### config.mk
export PLATFORM = sky130hd
export DESIGN_NAME = instr_fetch_buffer
export DESIGN_NICKNAME = d
export VERILOG_FILES = /design/src/rtl/cpu_pkg.sv /design/src/rtl/instr_fifo.sv /design/src/rtl/instr_fetch_buffer.sv
export SDC_FILE = /design/constraint.sdc
export NUM_CORES = 1
export LEC_CHECK = 0
export BUFFER_PORTS_ARGS = -buffer_cell sky130_fd_sc_hd__buf_2
export CAP_MARGIN = 20
export CORE_ASPECT_RATIO = 2
export CORE_MARGIN = 1
export CORE_UTILIZATION = 50
export CTS_CLUSTER_SIZE = 40
export DETAILED_ROUTE_END_ITERATION = 16
export PLACE_DENSITY = 0.75
export SKIP_LAST_GASP = 1
export SLEW_MARGIN = 5
export SYNTH_ARGS = -nofsm -noshare
export SYNTH_HDL_FRONTEND = slang
export SYNTH_SLANG_ARGS = --single-unit
### constraint.sdc
create_clock -name clk -period 3.05 [get_ports clk]
set_input_delay 0.1525 -clock clk [delete_from_list [all_inputs] [get_ports clk]]
set_output_delay 0.1525 -clock clk [all_outputs]
set_load 0.005 [all_outputs]
### src/rtl/cpu_pkg.sv
// Shared constants and types for the cpu core fetch path.
package cpu_pkg;
  localparam int INSTR_W = 32;
  localparam int ADDR_W  = 32;

  localparam logic [ADDR_W-1:0] PC_STEP      = 32'd4;
  localparam logic [ADDR_W-1:0] RESET_VECTOR = 32'h0000_0000;

  typedef enum logic [0:0] {
    FLUSH = 1'b0,
    RUN   = 1'b1
  } fetch_state_t;

  typedef struct packed {
    logic [INSTR_W-1:0] instr;
    logic [ADDR_W-1:0]  pc;
  } fetch_entry_t;

  function automatic logic [ADDR_W-1:0] word_align(input logic [ADDR_W-1:0] addr);
    return {addr[ADDR_W-1:2], 2'b00};
  endfunction
endpackage

### src/rtl/instr_fifo.sv
// Circular FIFO of fetched {instr, pc} entries; head is read straight from storage.
module instr_fifo
  import cpu_pkg::*;
#(
  parameter int  DEPTH = 4,
  localparam int PTR_W = $clog2(DEPTH) + 1
) (
  input  logic             clk,
  input  logic             rst,
  input  logic             push,
  input  logic             pop,
  input  logic             clear,
  input  fetch_entry_t     wr_entry,
  output logic [PTR_W-1:0] count,
  output fetch_entry_t     head
);
  localparam int               IDX_W    = PTR_W - 1;
  localparam logic [PTR_W-1:0] FULL_CNT = PTR_W'(DEPTH);
  localparam logic [PTR_W-1:0] PTR_INC  = PTR_W'(1'b1);

  fetch_entry_t     mem_r [DEPTH];
  logic [PTR_W-1:0] wr_ptr_r;
  logic [PTR_W-1:0] rd_ptr_r;
  logic             do_pop_s;
  logic             do_push_s;

  assign count     = wr_ptr_r - rd_ptr_r;
  assign do_pop_s  = pop && (count != '0);
  assign do_push_s = push && ((count != FULL_CNT) || do_pop_s);
  assign head      = mem_r[rd_ptr_r[IDX_W-1:0]];

  // Pointer update; clear discards every stored entry at once.
  always_ff @(posedge clk or negedge rst) begin
    if (!rst) begin
      wr_ptr_r <= '0;
      rd_ptr_r <= '0;
    end else if (clear) begin
      wr_ptr_r <= '0;
      rd_ptr_r <= '0;
    end else begin
      if (do_push_s) begin
        wr_ptr_r <= wr_ptr_r + PTR_INC;
      end
      if (do_pop_s) begin
        rd_ptr_r <= rd_ptr_r + PTR_INC;
      end
    end
  end

  // Entry storage, zeroed on reset so the head reads 0 before the first push.
  always_ff @(posedge clk or negedge rst) begin
    if (!rst) begin
      for (int i = 0; i < DEPTH; i++) begin
        mem_r[i] <= '0;
      end
    end else if (do_push_s && !clear) begin
      mem_r[wr_ptr_r[IDX_W-1:0]] <= wr_entry;
    end
  end
endmodule

### src/rtl/instr_fetch_buffer.sv
// Fetch stage: owns the sequential fetch PC, requests words from instruction
// memory and queues them with their PCs for decode; redirects flush and refetch.
module instr_fetch_buffer
  import cpu_pkg::*;
#(
  parameter int                DEPTH    = 4,
  parameter logic [ADDR_W-1:0] RESET_PC = RESET_VECTOR
) (
  input  logic               clk,
  input  logic               rst,
  output logic               imem_req,
  output logic [ADDR_W-1:0]  imem_addr,
  input  logic               imem_ack,
  input  logic [INSTR_W-1:0] imem_rdata,
  input  logic               redirect,
  input  logic [ADDR_W-1:0]  redirect_pc,
  output logic               out_valid,
  output logic [INSTR_W-1:0] out_instr,
  output logic [ADDR_W-1:0]  out_pc,
  input  logic               out_ready,
  output logic [ADDR_W-1:0]  fetch_pc
);
  localparam int               CNT_W    = $clog2(DEPTH) + 1;
  localparam logic [CNT_W-1:0] FULL_CNT = CNT_W'(DEPTH);

  fetch_state_t      state_r;
  logic [ADDR_W-1:0] fetch_pc_r;
  logic [CNT_W-1:0]  count_s;
  fetch_entry_t      head_s;
  fetch_entry_t      push_entry_s;
  logic              run_s;
  logic              req_s;
  logic              valid_s;
  logic              push_s;
  logic              pop_s;

  // Request and valid decode only from registered state, never from out_ready.
  assign run_s        = (state_r == RUN);
  assign req_s        = run_s && (count_s < FULL_CNT);
  assign valid_s      = run_s && (count_s != '0);
  assign push_s       = req_s && imem_ack && !redirect;
  assign pop_s        = valid_s && out_ready;
  assign push_entry_s = '{instr: imem_rdata, pc: fetch_pc_r};

  instr_fifo #(
    .DEPTH(DEPTH)
  ) u_fifo (
    .clk     (clk),
    .rst     (rst),
    .push    (push_s),
    .pop     (pop_s),
    .clear   (redirect),
    .wr_entry(push_entry_s),
    .count   (count_s),
    .head    (head_s)
  );

  // Fetch state machine and sequential fetch address; redirect overrides all.
  always_ff @(posedge clk or negedge rst) begin
    if (!rst) begin
      state_r    <= FLUSH;
      fetch_pc_r <= word_align(RESET_PC);
    end else begin
      case (state_r)
        FLUSH:   state_r <= redirect ? FLUSH : RUN;
        RUN:     state_r <= redirect ? FLUSH : RUN;
        default: state_r <= FLUSH;
      endcase
      if (redirect) begin
        fetch_pc_r <= word_align(redirect_pc);
      end else if (push_s) begin
        fetch_pc_r <= fetch_pc_r + PC_STEP;
      end
    end
  end

  assign imem_req  = req_s;
  assign imem_addr = fetch_pc_r;
  assign out_valid = valid_s;
  assign out_instr = head_s.instr;
  assign out_pc    = head_s.pc;
  assign fetch_pc  = fetch_pc_r;
endmodule

### After elaboration in Yosys (flattened, before gate mapping)

Cells that the tools add are included.

| storage, ports and cells | value |
|---|---|
| register bits after elaboration | 295 |
| latch bits | 0 |
| memory bits (writable) | 0 |
| memory bits (read-only) | 0 |
| input port bits | 69 |
| word-level logic and storage cells | 51 |
| memories | 0 |

| operators by class | value |
|---|---|
| $add $sub $neg | 4 |
| multipliers | 0 |
| div/mod/pow operators | 0 |
| $lt $le $gt $ge | 4 |
| eq/ne operators | 1 |
| shifts and indexed selects | 0 |
| muxes and demuxes | 13 |
| bitwise operators | 2 |
| reduce and logical (&&, ||, !) cells | 15 |

Operator list:

| cell | count |
|---|---|
| 256-bit bitwise mux | 1 |
| 64-bit two-way mux | 3 |
| 64-bit binary-select mux with 2-bit select | 1 |
| 64-bit demux with 2-bit select | 1 |
| 32-bit two-way mux | 2 |
| 32-bit by 3-bit adder with 32-bit output (second input constant) | 1 |
| 3-bit two-way mux | 4 |
| 1-bit logical AND | 9 |
| 3-bit by 1-bit adder with 3-bit output (second input constant) | 2 |
| 3-bit greater-or-equal comparator (second input constant) | 2 |
| 2-bit inverter with 3-bit output | 2 |
| 2-bit nonzero test | 3 |
| 3-bit by 1-bit less-than comparator with 1-bit output (second input constant) | 1 |
| 3-bit less-than comparator (second input constant) | 1 |
| 3-bit != test (second input constant) | 1 |
| 3-bit nonzero test | 1 |
| 3-bit subtractor | 1 |
| 1-bit zero test | 1 |
| 1-bit logical OR | 1 |
| 1-bit two-way mux | 1 |

### Longest topological paths before layout

| logic depth | value |
|---|---|
| word-level depth | 9 |
| depth in mapped cells | 9 |
| gate-level depth less buffers | 8 |

### By module

A second synthesis with hierarchy kept.

| second synthesis, totals | value |
|---|---|
| cell total of the unflattened synthesis | 913 |
| area total of the unflattened synthesis | 13,770.7 um^2 |

By module, submodules not included:

| module | instances | cells an instance | area each (um^2) | sequential area each (um^2) |
|---|---|---|---|---|
| instr_fifo | 1 | 666 | 11,644.9 | 6,556.3 |
| instr_fetch_buffer | 1 | 247 | 2,125.8 | 775.7 |

### Worst setup path after synthesis

OpenSTA, ideal clock, no wires.

| timing | value |
|---|---|
| kind | reg-to-reg |
| start | register u_fifo.wr_ptr_r[0] |
| end | register fetch_pc_r[29] (netlist: fetch_pc[29]) |
| setup time | 0.125 ns |
| arrival | 2.500 ns |
| setup slack | 0.426 ns |
| cell stages (with the launch flop) | 9 |
| path buffers | 0 |
| clock period less this slack | 2.624 ns |
| path through | dfrtp_1 -> inv_1 -> ha_1 -> fa_1 -> xor3_2 -> nor4_2 -> nand4_1 -> xnor2_1 -> mux2_2 |

| between the ends | value |
|---|---|
| cells in the longest elaborated chain, start to end | 6 |

Ends and longest elaborated chain:

| what | RTL line | text |
|---|---|---|
| from (decl) | instr_fifo.sv:22 | `logic [PTR_W-1:0] wr_ptr_r;` |
| from (signal assigned) | instr_fifo.sv:42 | `wr_ptr_r <= wr_ptr_r + PTR_INC;` |
| 3-bit subtractor | instr_fifo.sv:27 | `assign count = wr_ptr_r - rd_ptr_r;` |
| 3-bit less-than comparator | instr_fetch_buffer.sv:39 | `assign req_s = run_s && (count_s < FULL_CNT);` |
| 1-bit logical AND | instr_fetch_buffer.sv:39 |  |
| 1-bit logical AND (2 in a row) | instr_fetch_buffer.sv:41 | `assign push_s = req_s && imem_ack && !redirect;` |
| 2-bit nonzero test (no line) | n/a |  |
| to (signal assigned) | instr_fetch_buffer.sv:62 | `fetch_pc_r <= word_align(RESET_PC);` |
| to (signal assigned) | instr_fetch_buffer.sv:70 | `fetch_pc_r <= word_align(redirect_pc);` |
| to (signal assigned) | instr_fetch_buffer.sv:72 | `fetch_pc_r <= fetch_pc_r + PC_STEP;` |
| to (decl) | instr_fetch_buffer.sv:27 | `logic [ADDR_W-1:0] fetch_pc_r;` |

Every way passes these cells.
A chain may end at the register's enable or synchronous reset.

### Worst setup path in the final report

| timing | value |
|---|---|
| start | register u_fifo.wr_ptr_r[0] |
| end | output out_valid |

| between the ends | value |
|---|---|
| cells in the longest elaborated chain, start to end | 3 |

Ends and longest elaborated chain:

| what | RTL line | text |
|---|---|---|
| 3-bit subtractor | instr_fifo.sv:27 |  |
| 3-bit nonzero test | instr_fetch_buffer.sv:40 | `assign valid_s = run_s && (count_s != '0);` |
| 1-bit logical AND | instr_fetch_buffer.sv:40 |  |
| to (decl) | instr_fetch_buffer.sv:17 | `output logic out_valid,` |

Every way passes these cells.

==> results.tsv <==
metric	value	unit
result of the run	complete, no violations	
clock latency reported for the late side of the worst-skew pair	0.53	ns
chain of cells forming the critical path	inv_1, ha_1, fa_1, xor3_2, or2_2, and2_1, buf_2	
starting density of the core	50.7	%
Fillers	1947	
vias after detailed routing	7947	
VDD IR-drop max	0.531	mV
net count reported at finish	1166	
share of the clock period used by the worst path	92.8	%
worst-case headroom to the max-slew limit	31.3	%
Data required, critical path	2.90	ns
n_diodes	0	
Max stage delay on crit path	0.42	ns
Final TNS setup	0	ns
Final Hold Vio Count	0	
Die Y-Extent	230	µm
static power due to leakage	7.50	nW
Bufs on Longest Clock Path	3	
antenna violations before repair	0	
count of input and output buffers	190	
average wire per standard cell	19.8	µm
max-cap violations	0	
Std-Cell Core Area	25700	µm²
global-route wire length before repair	45900	µm
CP Launch Type	flop	
Fmax	353	MHz
Final Skew	0.0106	ns
Post-Synthesis Cells	868	
number of register bits inferred by synthesis	285	
core utilization of the finished layout	61.8	%
post-route total power	10.9	mW
average instance area after synthesis	15.0	µm²
area grow syn2layout	21.7	%
total standard cell area after synthesis	13000	µm²
count of endpoints failing setup in the final report	0	
post-route antenna net violation count	0	
Final GP Congestion	0.771	
sequential cell area fraction in the yosys report	54.8	%
critical path endpoint category	output port	
slew at the pin closest to its max-slew limit	1.03	ns
PD cells	688	nW/µm²
CTS Root Cell	sky130_fd_sc_hd__clkbuf_16	
Tightest Hold Check Type	input port to flop	
Detailed Route Iter0 Violations	351	
router iterations before antenna repair	4	
count of different cell masters after synthesis	38	
sum of net half-perimeters after detailed placement	18000	µm
total length of routed wires	28600	µm
commonest register cell after synthesis	sky130_fd_sc_hd__dfrtp_1	
Pins Over Slew Limit	0	
worst-path maximum fanout	8	
Critical Path AT	2.68	ns
DR vias/cell	5.48	
Sinks on Clock Net	285	
vias in the first global route	8697	
grt ovf	0	
number of DRC violations after detailed routing	0	
total number of H-tree levels	1	
die extent in x	116	µm
Top Family by Delay on Critical Path	adder cells	
async set or reset register ratio after synthesis	100	%
number of enable flip-flop cells after synthesis	0	
fraction of layout cells with a size suffix above 1	52.9	%
maximum number of pins on one net before global-route repair	104	
post-route minimum period	2.83	ns
Syn. warnings	0	
worst-path cell with the longest stage delay	sky130_fd_sc_hd__dfrtp_1	
setup repair after global routing missed its margin	no	
Tot GR Track Use	22.4	%
CP Class	flop to output port	
die outline area	26700	µm²
Core Rows	83	
TritonCTS clock tree	yes	
clock edge transition at the registers on the reported setup and hold paths	0.06	ns
TritonCTS buffer count	26	
number of buffers and inverters on the critical path	2	
number of placed I/O pins	199	
[layout by cell type (no fill, tap or decap), types with 15 or more instances in the layout]
cell / n
sky130_fd_sc_hd__mux4_2: 62
sky130_fd_sc_hd__o21ai_0: 17
sky130_fd_sc_hd__clkbuf_16: 27
sky130_fd_sc_hd__nand2_1: 37
sky130_fd_sc_hd__dfrtp_1: 283
sky130_fd_sc_hd__dlygate4sd3_1: 64
sky130_fd_sc_hd__buf_2: 189
sky130_fd_sc_hd__xor2_1: 20
sky130_fd_sc_hd__mux2_2: 251
sky130_fd_sc_hd__nand3_1: 15
[synthesized netlist by cell type (2+ instances only)]
| library cell | n | area [µm²] |
|---|---|---|
| sky130_fd_sc_hd__and4_1 | 2 | 17.5 |
| sky130_fd_sc_hd__and3_1 | 3 | 18.8 |
| sky130_fd_sc_hd__o21ai_0 | 17 | 85.1 |
| sky130_fd_sc_hd__ha_1 | 7 | 87.6 |
| sky130_fd_sc_hd__xnor2_1 | 8 | 70.1 |
| sky130_fd_sc_hd__nor4_4 | 3 | 63.8 |
| sky130_fd_sc_hd__nor2_1 | 13 | 48.8 |
| sky130_fd_sc_hd__o21ai_1 | 7 | 35.0 |
| sky130_fd_sc_hd__clkbuf_1 | 20 | 75.1 |
| sky130_fd_sc_hd__buf_2 | 33 | 165 |
| sky130_fd_sc_hd__mux2i_1 | 3 | 30.0 |
| sky130_fd_sc_hd__nand3_1 | 15 | 75.1 |
| sky130_fd_sc_hd__inv_1 | 5 | 18.8 |
| sky130_fd_sc_hd__nor2_2 | 2 | 12.5 |
| sky130_fd_sc_hd__mux4_2 | 62 | 1400 |
| sky130_fd_sc_hd__mux2_2 | 251 | 2830 |
| sky130_fd_sc_hd__nand2_1 | 41 | 154 |
| sky130_fd_sc_hd__and2_1 | 4 | 25.0 |
| sky130_fd_sc_hd__a211oi_1 | 2 | 15.0 |
| sky130_fd_sc_hd__o211ai_1 | 2 | 15.0 |
| sky130_fd_sc_hd__dfrtp_1 | 285 | 7130 |
| sky130_fd_sc_hd__buf_4 | 36 | 270 |
| sky130_fd_sc_hd__xor2_1 | 20 | 175 |
| sky130_fd_sc_hd__nand4_1 | 13 | 81.3 |
[worst reg2reg max path, stage by stage, from the launching register on]
cell,delay [ns]
sky130_fd_sc_hd__dfrtp_1,0.42
sky130_fd_sc_hd__inv_1,0.11
sky130_fd_sc_hd__ha_1,0.20
sky130_fd_sc_hd__fa_1,0.37
sky130_fd_sc_hd__xor3_2,0.39
sky130_fd_sc_hd__nor4_4,0.56
sky130_fd_sc_hd__nand4_1,0.20
sky130_fd_sc_hd__xnor2_1,0.17
sky130_fd_sc_hd__mux2_2,0.27
[where the power goes]
group	internal (mW)	switching, mW
registers	4.59	0.483
clock network	2.06	1.40
logic	1.48	0.886
total	8.13	2.77
[final timing paths]
check	endpoint	slack (ns)	cells after the start	from
min	u_fifo.rd_ptr_r[2]$_DFFE_PN0P_	0.20	3	redirect
min in group asynchronous	u_fifo.mem_r[52]$_DFFE_PN0P_	0.24	2	rst
min reg2reg	u_fifo.mem_r[73]$_DFFE_PN0P_	0.50	1	u_fifo.mem_r[73]$_DFFE_PN0P_
max in group asynchronous	fetch_pc[22]$_DFFE_PN0N_	1.86	3	rst
max reg2reg	fetch_pc[18]$_DFFE_PN0N_	0.25	8	u_fifo.wr_ptr_r[0]$_DFFE_PN0P_
max	out_valid	0.22	7	u_fifo.wr_ptr_r[0]$_DFFE_PN0P_
[state kept, by name, summed over array words and instances (netlist names)]
signal / flops
u_fifo.rd_ptr_r: 3
u_fifo.wr_ptr_r: 3
fetch_pc: 30
u_fifo.mem_r: 248
run_s: 1
[metal layers]
metal  share of wire, %  wire (µm)  track usage (%)
met1                 37      10700             25.6
met2                 56      16000             41.5
met5                  0          0                0
met4                2.8        791             8.05
met3                3.8       1080             2.98
[metrics by stage]
step                      instances  instance area, µm²  setup WS, ns  hold WS [ns]
after global routing           1449               15800        0.0952         0.236
after detailed placement       1337               14300        0.0674         0.265
after floorplan                 873               13000         0.426        -0.143
after global placement         1337               14300         0.151         0.256
after CTS                      1449               15800        0.0447         0.184
final                          1449               15800         0.220         0.202
[final cells by class]
type	instances	area [µm²]	share of cell area (%)
Multi-Input combinational cell	491	5400	34.1
Timing Repair Buffer	279	1930	12.2
Sequential cell	285	7140	45.1
Clock buffer	36	749	4.73
Inverter	6	22.5	0.142
Clock inverter	12	166	1.05
Tap cell	340	425	2.69
[repair_timing]
item / 4_1_cts / 5_1_grt
pin swaps: 0 / 1
hold buffers: 64 / 0
hold endpoints to repair: 256 / 0
endpoints found under the setup margin: 45 / 80
resized for setup: 1 / 3
buffers inserted: 0 / 0
[logic make-up (layout without fill, tap and decap cells)]
family,count (synthesis),in the layout,share of synthesized area (%)
buf+inv,97,333,4.16
simple gates,101,101,4.10
mux,316,316,32.7
xor+xnor,29,29,2.08
flops,285,285,54.8
fa+ha+maj,8,8,0.827
other cells,1,6,0.0288
compound gates,31,31,1.34
Power figures use the tool's default switching activity.
